$ cat src/rtl/mul_div_unit.sv
// Iterative unsigned multiply/divide execution stage.
// Accepts one request per WIDTH+1 cycles and returns a single result through the
// register-file write triple (WriteRegister/WriteData/RegWrite).
//
// Ports:
//   clk, rst_n      clock, asynchronous active-low reset
//   start           request strobe, honoured in IDLE or DONE only
//   op              00 MUL low, 01 MUL high, 10 DIV quotient, 11 DIV remainder
//   OperandA        multiplicand / dividend
//   OperandB        multiplier / divisor
//   DestReg         destination register number
//   busy            high while the operation is iterating
//   done            one-cycle result-valid pulse
//   div_zero        divide-by-zero flag, valid with done, held with WriteData
//   WriteData       result, held until the next completion
//   WriteRegister   destination register of the held result
//   RegWrite        write strobe, identical to done
module mul_div_unit #(
  parameter int unsigned WIDTH      = 16,
  parameter int unsigned REG_ADDR_W = 4
) (
  input  logic                  clk,
  input  logic                  rst_n,
  input  logic                  start,
  input  logic [1:0]            op,
  input  logic [WIDTH-1:0]      OperandA,
  input  logic [WIDTH-1:0]      OperandB,
  input  logic [REG_ADDR_W-1:0] DestReg,
  output logic                  busy,
  output logic                  done,
  output logic                  div_zero,
  output logic [WIDTH-1:0]      WriteData,
  output logic [REG_ADDR_W-1:0] WriteRegister,
  output logic                  RegWrite
);

  localparam int unsigned CntW = (WIDTH > 1) ? $clog2(WIDTH) : 1;
  localparam logic [CntW-1:0] LastCnt = CntW'(WIDTH - 1);

  typedef enum logic [1:0] {StIdle, StCalc, StDone} state_e;

  state_e                  state_q, state_d;
  logic [CntW-1:0]         count_q, count_d;
  logic [1:0]              op_q, op_d;
  logic [REG_ADDR_W-1:0]   dest_q, dest_d;
  // MUL: acc = {product high, multiplier/product low}; DIV: acc = {remainder, quotient}.
  logic [2*WIDTH-1:0]      acc_q, acc_d;
  // MUL: multiplicand; DIV: divisor.
  logic [WIDTH-1:0]        opnd_q, opnd_d;
  logic [WIDTH-1:0]        wdata_q, wdata_d;
  logic [REG_ADDR_W-1:0]   wreg_q, wreg_d;
  logic                    dz_q, dz_d;

  logic [WIDTH:0]          mul_sum;
  logic [WIDTH:0]          trial;
  logic [WIDTH:0]          diff;
  logic                    ge;
  logic [2*WIDTH-1:0]      step_acc;

  // One iteration of shift-add multiply or restoring divide.
  always_comb begin
    mul_sum = {1'b0, acc_q[2*WIDTH-1:WIDTH]} + {1'b0, (acc_q[0] ? opnd_q : '0)};
    trial   = acc_q[2*WIDTH-1:WIDTH-1];
    diff    = trial - {1'b0, opnd_q};
    ge      = (trial >= {1'b0, opnd_q});
    if (op_q[1]) begin
      // A zero divisor always "fits": quotient fills with ones, remainder ends as dividend.
      step_acc = {(ge ? diff[WIDTH-1:0] : trial[WIDTH-1:0]), acc_q[WIDTH-2:0], ge};
    end else begin
      step_acc = {mul_sum, acc_q[WIDTH-1:1]};
    end
  end

  always_comb begin
    state_d = state_q;
    count_d = count_q;
    op_d    = op_q;
    dest_d  = dest_q;
    acc_d   = acc_q;
    opnd_d  = opnd_q;
    wdata_d = wdata_q;
    wreg_d  = wreg_q;
    dz_d    = dz_q;
    unique case (state_q)
      StIdle, StDone: begin
        if (start) begin
          state_d = StCalc;
          count_d = '0;
          op_d    = op;
          dest_d  = DestReg;
          if (op[1]) begin
            opnd_d = OperandB;
            acc_d  = {{WIDTH{1'b0}}, OperandA};
          end else begin
            opnd_d = OperandA;
            acc_d  = {{WIDTH{1'b0}}, OperandB};
          end
        end else begin
          state_d = StIdle;
        end
      end
      StCalc: begin
        acc_d   = step_acc;
        count_d = count_q + CntW'(1);
        if (count_q == LastCnt) begin
          state_d = StDone;
          wdata_d = op_q[0] ? step_acc[2*WIDTH-1:WIDTH] : step_acc[WIDTH-1:0];
          wreg_d  = dest_q;
          dz_d    = op_q[1] && (opnd_q == '0);
        end
      end
      default: state_d = StIdle;
    endcase
  end

  always_ff @(posedge clk or negedge rst_n) begin
    if (!rst_n) begin
      state_q <= StIdle;
      count_q <= '0;
      op_q    <= '0;
      dest_q  <= '0;
      acc_q   <= '0;
      opnd_q  <= '0;
      wdata_q <= '0;
      wreg_q  <= '0;
      dz_q    <= 1'b0;
    end else begin
      state_q <= state_d;
      count_q <= count_d;
      op_q    <= op_d;
      dest_q  <= dest_d;
      acc_q   <= acc_d;
      opnd_q  <= opnd_d;
      wdata_q <= wdata_d;
      wreg_q  <= wreg_d;
      dz_q    <= dz_d;
    end
  end

  assign busy          = (state_q == StCalc);
  assign done          = (state_q == StDone);
  assign RegWrite      = done;
  assign div_zero      = dz_q;
  assign WriteData     = wdata_q;
  assign WriteRegister = wreg_q;

endmodule
$ cat config.mk
export PLATFORM = sky130hd
export DESIGN_NAME = mul_div_unit
export DESIGN_NICKNAME = d
export VERILOG_FILES = /design/src/rtl/mul_div_unit.sv
export SDC_FILE = /design/constraint.sdc
export NUM_CORES = 1
export LEC_CHECK = 0
export ABC_AREA = 1
export CORE_ASPECT_RATIO = 1.5
export CORE_UTILIZATION = 38
export DETAILED_ROUTE_END_ITERATION = 8
export PLACE_DENSITY = 0.55
export SYNTH_ARGS = -nofsm -noshare
export SYNTH_HDL_FRONTEND = slang
export SYNTH_SLANG_ARGS = --single-unit
$ cat constraint.sdc
create_clock -name clk -period 5.12 [get_ports clk]
set_clock_uncertainty 0.1 [all_clocks]
set_input_delay 0.512 -clock clk [delete_from_list [all_inputs] [get_ports clk]]
set_output_delay 0.512 -clock clk [all_outputs]
set_load 0.01 [all_outputs]
==> results of run 1 <==
==> flip-flops by register name, summed over array words and instances, names as in the netlist <==
signal	count
dest_q	4
div_zero	1
WriteData	16
acc_q	32
opnd_q	16
count_q	4
WriteRegister	4
op_q	2
state_q	2
==> cells by family after synthesis <==
| kind of cell | Yosys count | share of synthesized area (%) |
|---|---|---|
| adder cells (fa/ha/maj) | 35 | 7.070 |
| XOR/XNOR | 11 | 1.504 |
| buffers and inverters | 192 | 11.78 |
| flip-flops | 81 | 31.64 |
| AO/OA/AOI/OAI | 172 | 14.88 |
| AND/OR/NAND/NOR | 476 | 33.13 |
==> per-layer routing <==
metal	share of wire (%)	vias up	global-route usage [%]	wire, um
met5	0	-	0	0
met4	4.3	0	12.58	947
met3	4.0	47	2.906	867
met2	53	180	49.62	11620
met1	38	2968	30.02	8378
li1	-	3202	-	-
==> layout by cell type (no fill, tap or decap), types with 3 or more instances in the layout <==
| cell | instances |
|---|---|
| a21oi_1 | 47 |
| o21ai_0 | 88 |
| nand2_2 | 12 |
| nand4_1 | 7 |
| o21ai_1 | 7 |
| inv_1 | 151 |
| nor2_2 | 5 |
| ha_1 | 33 |
| clkbuf_16 | 9 |
| xor2_1 | 4 |
| o221ai_1 | 15 |
| or2_2 | 4 |
| buf_4 | 9 |
| xnor2_1 | 7 |
| nand3_2 | 12 |
| nor2_1 | 29 |
| nand3b_1 | 5 |
| o211ai_1 | 6 |
| nor3_1 | 3 |
| nand2_1 | 310 |
| nand3_1 | 75 |
| clkdlybuf4s50_1 | 63 |
| nor4_1 | 6 |
| dfrtp_1 | 81 |
==> area by class of cell <==
type                    count  area, um2  area share [%]
multi-input cells         694       3627           48.22
inverters                 154      578.1           7.685
clock inverters             7      108.9           1.447
repair buffers             72      698.2           9.281
flip-flops and latches     81       2027           26.95
clock buffers               9      225.2           2.994
well taps                 206      257.7           3.426
==> power by group <==
part / internal, W / switching [W] / total [W] / leakage [nW]
sequential: 0.000958 / 0.000252 / 0.00121 / 0.987
combinational: 0.00143 / 0.00268 / 0.00411 / 2.82
clock: 0.000439 / 0.000296 / 0.000735 / 0.164
==> worst paths after layout <==
| path | end | start | slack [ns] |
|---|---|---|---|
| min in group clk | WriteRegister[2] | WriteRegister[2] | 0.37 |
| max | WriteData[13] | acc_q[0] | 2.16 |
| min | op_q[1] | rst_n | 0.03 |
| max reg2reg | WriteData[13] | acc_q[0] | 2.16 |
| min reg2reg | WriteRegister[2] | WriteRegister[2] | 0.37 |
| max in group asynchronous | acc_q[26] | rst_n | 3.87 |
==> per-stage QoR <==
| step | std cells | area [um2] | hold slack [ns] | util [%] | total power [W] |
|---|---|---|---|---|---|
| 6_report | 1223 | 7522 | 0.03366 | 46.06 | 0.006058 |
| 5_1_grt | 1223 | 7522 | 0.06324 | 46.06 | 0.006655 |
| 4_1_cts | 1223 | 7522 | 0.05853 | 46.06 | 0.006071 |
| 3_5_place_dp | 1207 | 7188 | 0.3585 | 44.01 | 0.005299 |
| 3_3_place_gp | 1207 | 7188 | 0.3578 | 44.01 | 0.005314 |
| 2_1_floorplan | 967 | 6406 | 0.1164 | - | 0.004130 |
==> out/qor.txt, run 1 <==
Iteration-0 DRC Markers: 351
CTS Hold Bufs: 0
Warnings from Yosys: 0
CTS sink count: 81
Post-CTS Setup Repair Bufs: 0
Layout cell share with drive strength beyond 1: 6.490%
DR WL/cell: 17.83 um
Leading area contributor after synthesis: dfrtp_1
HP Class: input port to async pin
Nets: 1088
WS Path Type: register to register
Pwr per Cell Area: 805.3 nW/um2
Placeable Area: 16330 um2
Fillers: 1734
Buffers and inverters on the worst path: 3
Via Count: 6397
Ys async rst share: 100.0%
Share of the yosys chip area belonging to registers: 31.64%
Max Root-Sink Buffers: 2
Die Width: 108.0 um
Initial antenna violation count: 0
Reg2reg path depth: 17
Remaining DRCs: 0
Vias in the first global route: 6519
Die area: 17390 um2
Post_cts resized: 0
Detailed placement HPWL: 17040 um
Worst path max stage delay: 0.77 ns
Critical-path cell with the highest stage delay: dfrtp_1
Drt total wl: 21810 um
Worst path depth: 17
Crit path DAT: 3.09 ns
Leak Pwr: 3.972 nW
# IOs: 65
Top cell by count, worst path: nand2_1
Final min period: 2.957 ns
Worst setup margin: 2.163 ns
Top_reg_cell synth: dfrtp_1
CTS tree: yes
Top-count cell post-synth: nand2_1
Post-synth EDFFs: 0
Post-DRT Antenna Nets: 0
GPL Wtd Cong: 0.9013
Worst slew pin tran: 0.8798 ns
Clock Pin Slew Worst Setup and Hold Paths: 0.07 ns
Status: finished, final reports clean
Clock latency on the worst-skew pair: 0.34 ns
Initial core utilization: 39.22%
First-pass GRT wire length: 35040 um
Peak supply drop: 0.3964 mV
Synth unique cells: 42
Cell Chain, Critical Path: nand2_1 -> inv_1 -> ha_1 -> inv_1 -> fa_1 -> inv_1 -> nand3_1 -> nand2_1 -> nand2_1 -> nand2_1 -> nand3_1 -> nand2_1 -> nand2_1 -> nand3_1 -> nand3_1 -> nand2_1 -> nand2_1
DRT Pass-1 Iters: 7
Critical path's top delay family: simple AND/OR/NAND/NOR gates
Commonest cells in the netlist: 310 x nand2_1, 151 x inv_1, 88 x o21ai_0
Total CTS buffers: 9
Port Buffers: 64
Max_cap viols: 0
Yosys top cell area share: 31.64%
Final hold vios: 0
Relative slew slack: 41.28%
CP max FO: 18
Synth Area per Inst: 6.625 um2
Flip-flop and latch count after synthesis: 81
Post-synthesis instance area: 6406 um2
Mapped Cells: 967
Max Fclk: 338.2 MHz
Syn nets: 1043
Largest net degree at the start of global routing: 53
CTS root buffer: clkbuf_16
Row count: 57
TNS Setup: 0 ns
All-Layer GR Usage: 26.83%
Startpoint types: register
Synth area leaders: dfrtp_1 32%, nand2_1 18%, inv_1 8.8%, o21ai_0 6.9%, ha_1 6.4%
H-tree depth: 3
Crit share post-route: 57.76%
Grt ovf: 0
CP endpoint kind: register
WP data required: 5.25 ns
Final Slew Violations: 0
Dpl ws: 2.175 ns
Setup Viol. Count Final: 0
Vias per cell: 5.231
Area Growth Syn to Fin: 17.42%
ANT cells: 0
Die height: 161.0 um
RSZ-0062 raised after global routing: no
Note: power is estimated with default switching activity, not from simulation.
==> run 2: changes to the inputs <==
- PLACE_DENSITY: 0.55 -> 0.57
- clock period: 5.12 -> 2.55 ns (I/O delays scaled with it)
==> run 2 against run 1 <==
  * Sequential share of layout area fell by 1.9 points
  * Total power rose by 120%
  * Combinational power rose by 130%
  * Count of clock-buffer cells in the layout did not move
  * Hold slack improved by 0.31 ns
  * Fmax rose by 20%
  * Wire length rose by 2.1%
==> out/qor.txt, run 2 (synthesized netlist as in run 1, its figures left out) <==
Worst slew pin tran: 0.6971 ns
Vias per cell: 5.161
HP Class: input port to register
Initial core utilization: 39.22%
Fillers: 1683
Peak supply drop: 0.6586 mV
WP data required: 2.74 ns
Hold depth: 3
Cell Chain, Critical Path: buf_4 -> nand2_1 -> inv_1 -> ha_2 -> nand2_1 -> buf_4 -> nor2_1 -> nand4_1 -> nand3_2 -> nand2_1 -> nand3b_1 -> nand2_1 -> nand3_1 -> nand2_1 -> nand2_1
Grt ovf: 0
Leak Pwr: 4.240 nW
Row count: 57
Status: finished, final reports clean
TNS Setup: 0 ns
First-pass GRT wire length: 35540 um
CTS sink count: 81
Max Fclk: 405.3 MHz
Most frequent cells in the layout: 301 x nand2_1, 149 x inv_1, 84 x o21ai_0
Clock latency on the worst-skew pair: 0.35 ns
Critical-path cell with the highest stage delay: dfrtp_2
WS Path Type: register to register
# IOs: 65
Largest register FFs: 32
GPL Wtd Cong: 0.9300
Crit path DAT: 2.66 ns
Drt total wl: 22270 um
Most flop-heavy register: acc_q
Initial antenna violation count: 0
Die Width: 108.0 um
Vias in the first global route: 6711
Largest net degree at the start of global routing: 40
Pwr per Cell Area: 1647 nW/um2
Max Root-Sink Buffers: 2
Final hold vios: 0
Crit share post-route: 96.76%
Reg2reg path depth: 15
Multi-input gate area: 3786 um2
Final Slew Violations: 0
H-tree depth: 3
Nets: 1143
CP endpoint kind: register
Final min period: 2.467 ns
Iteration-0 DRC Markers: 289
Setup Viol. Count Final: 0
All-Layer GR Usage: 27.11%
DR WL/cell: 17.42 um
Clock Pin Slew Worst Setup and Hold Paths: 0.07 ns
Area Growth Syn to Fin: 26.54%
DRT Pass-1 Iters: 5
CTS root buffer: clkbuf_16
Pwr Total: 0.01335 W
Via Count: 6596
CP max FO: 13
Top cell by count, worst path: nand2_1
Max_cap viols: 0
CTS tree: yes
Worst path max stage delay: 0.44 ns
Total CTS buffers: 9
Startpoint types: register
Layout cell share with drive strength beyond 1: 14.65%
Remaining DRCs: 0
Die area: 17390 um2
Commonest non-fill, non-tap cell in the layout: nand2_1
Detailed placement HPWL: 17820 um
ANT cells: 0
Post-DRT Antenna Nets: 0
Relative slew slack: 53.47%
FF+latch area: 2028 um2
Placeable Area: 16330 um2
Die height: 161.0 um
Port Buffers: 64
## run 2: changes by cell type in the layout (fill, tap and decap cells not counted), moves of 9 or more
cell	delta
nand2_1	-9
nand2_2	+9
buf_4	+52
ha_1	-9
## run 2: final timing paths
check	from	to	slack (ns)
setup / recovery	acc_q[0]	WriteData[15]	0.08
hold / removal	DestReg[1]	dest_q[1]	0.35
setup reg to reg	acc_q[0]	WriteData[15]	0.08
hold reg to reg	WriteRegister[2]	WriteRegister[2]	0.37
max in group asynchronous	rst_n	op_q[1]	1.31
min in group asynchronous	rst_n	acc_q[27]	0.36
## run 2: layer usage
layer  share of wire [%]  up-vias  wire [um]  track usage, %
met5                   0        -          0               0
met4                 4.0        0        886           12.27
met3                 2.5       53        550           2.341
met2                  53      147      11790           49.33
met1                  41     3095       9036           31.60
li1                    -     3301          -               -
## run 2: critical path: cells and delay by family (launching register included)
family / cells / cell delay, ns
buf+inv: 3 / 0.38
fa+ha+maj: 1 / 0.37
flops: 1 / 0.44
simple gates: 11 / 1.11
## run 2: repair_timing
action | 4_1_cts | 5_1_grt
endpoints found under the setup margin | 0 | 27
resized for setup | 0 | 43
buffers inserted | 0 | 4
endpoints found under the hold margin | 36 | 0
hold buffers | 1 | 0
## run 2: report_power, final
group          total (W)  switching [W]  internal (W)
Combinational    0.00946        0.00573       0.00372
Clock            0.00146       0.000595      0.000867
Sequential       0.00243       0.000504       0.00193
Total             0.0133        0.00683       0.00652
## run 2: layout make-up
class                      instances  area share [%]
clock buffer                       9           2.778
clock inverter                     7           1.250
tap                              206           3.180
sequential                        81           25.02
multi-input combinational        694           46.70
timing repair buffer             127           13.94
inverter                         154           7.131
## run 2: per-stage QoR
step                hold WS, ns  instances  instance area, um2  worst slack (ns)  utilization [%]
floorplan               -0.1406        967                6407           0.07165                -
finish                   0.3471       1278                8107           0.08256            49.64
global placement         0.1816       1257                7564         -0.006691            46.31
global route             0.3751       1278                8107          -0.02186            49.64
detailed placement       0.1790       1257                7564           0.03810            46.31
CTS                      0.3518       1274                7900           0.01826            48.37
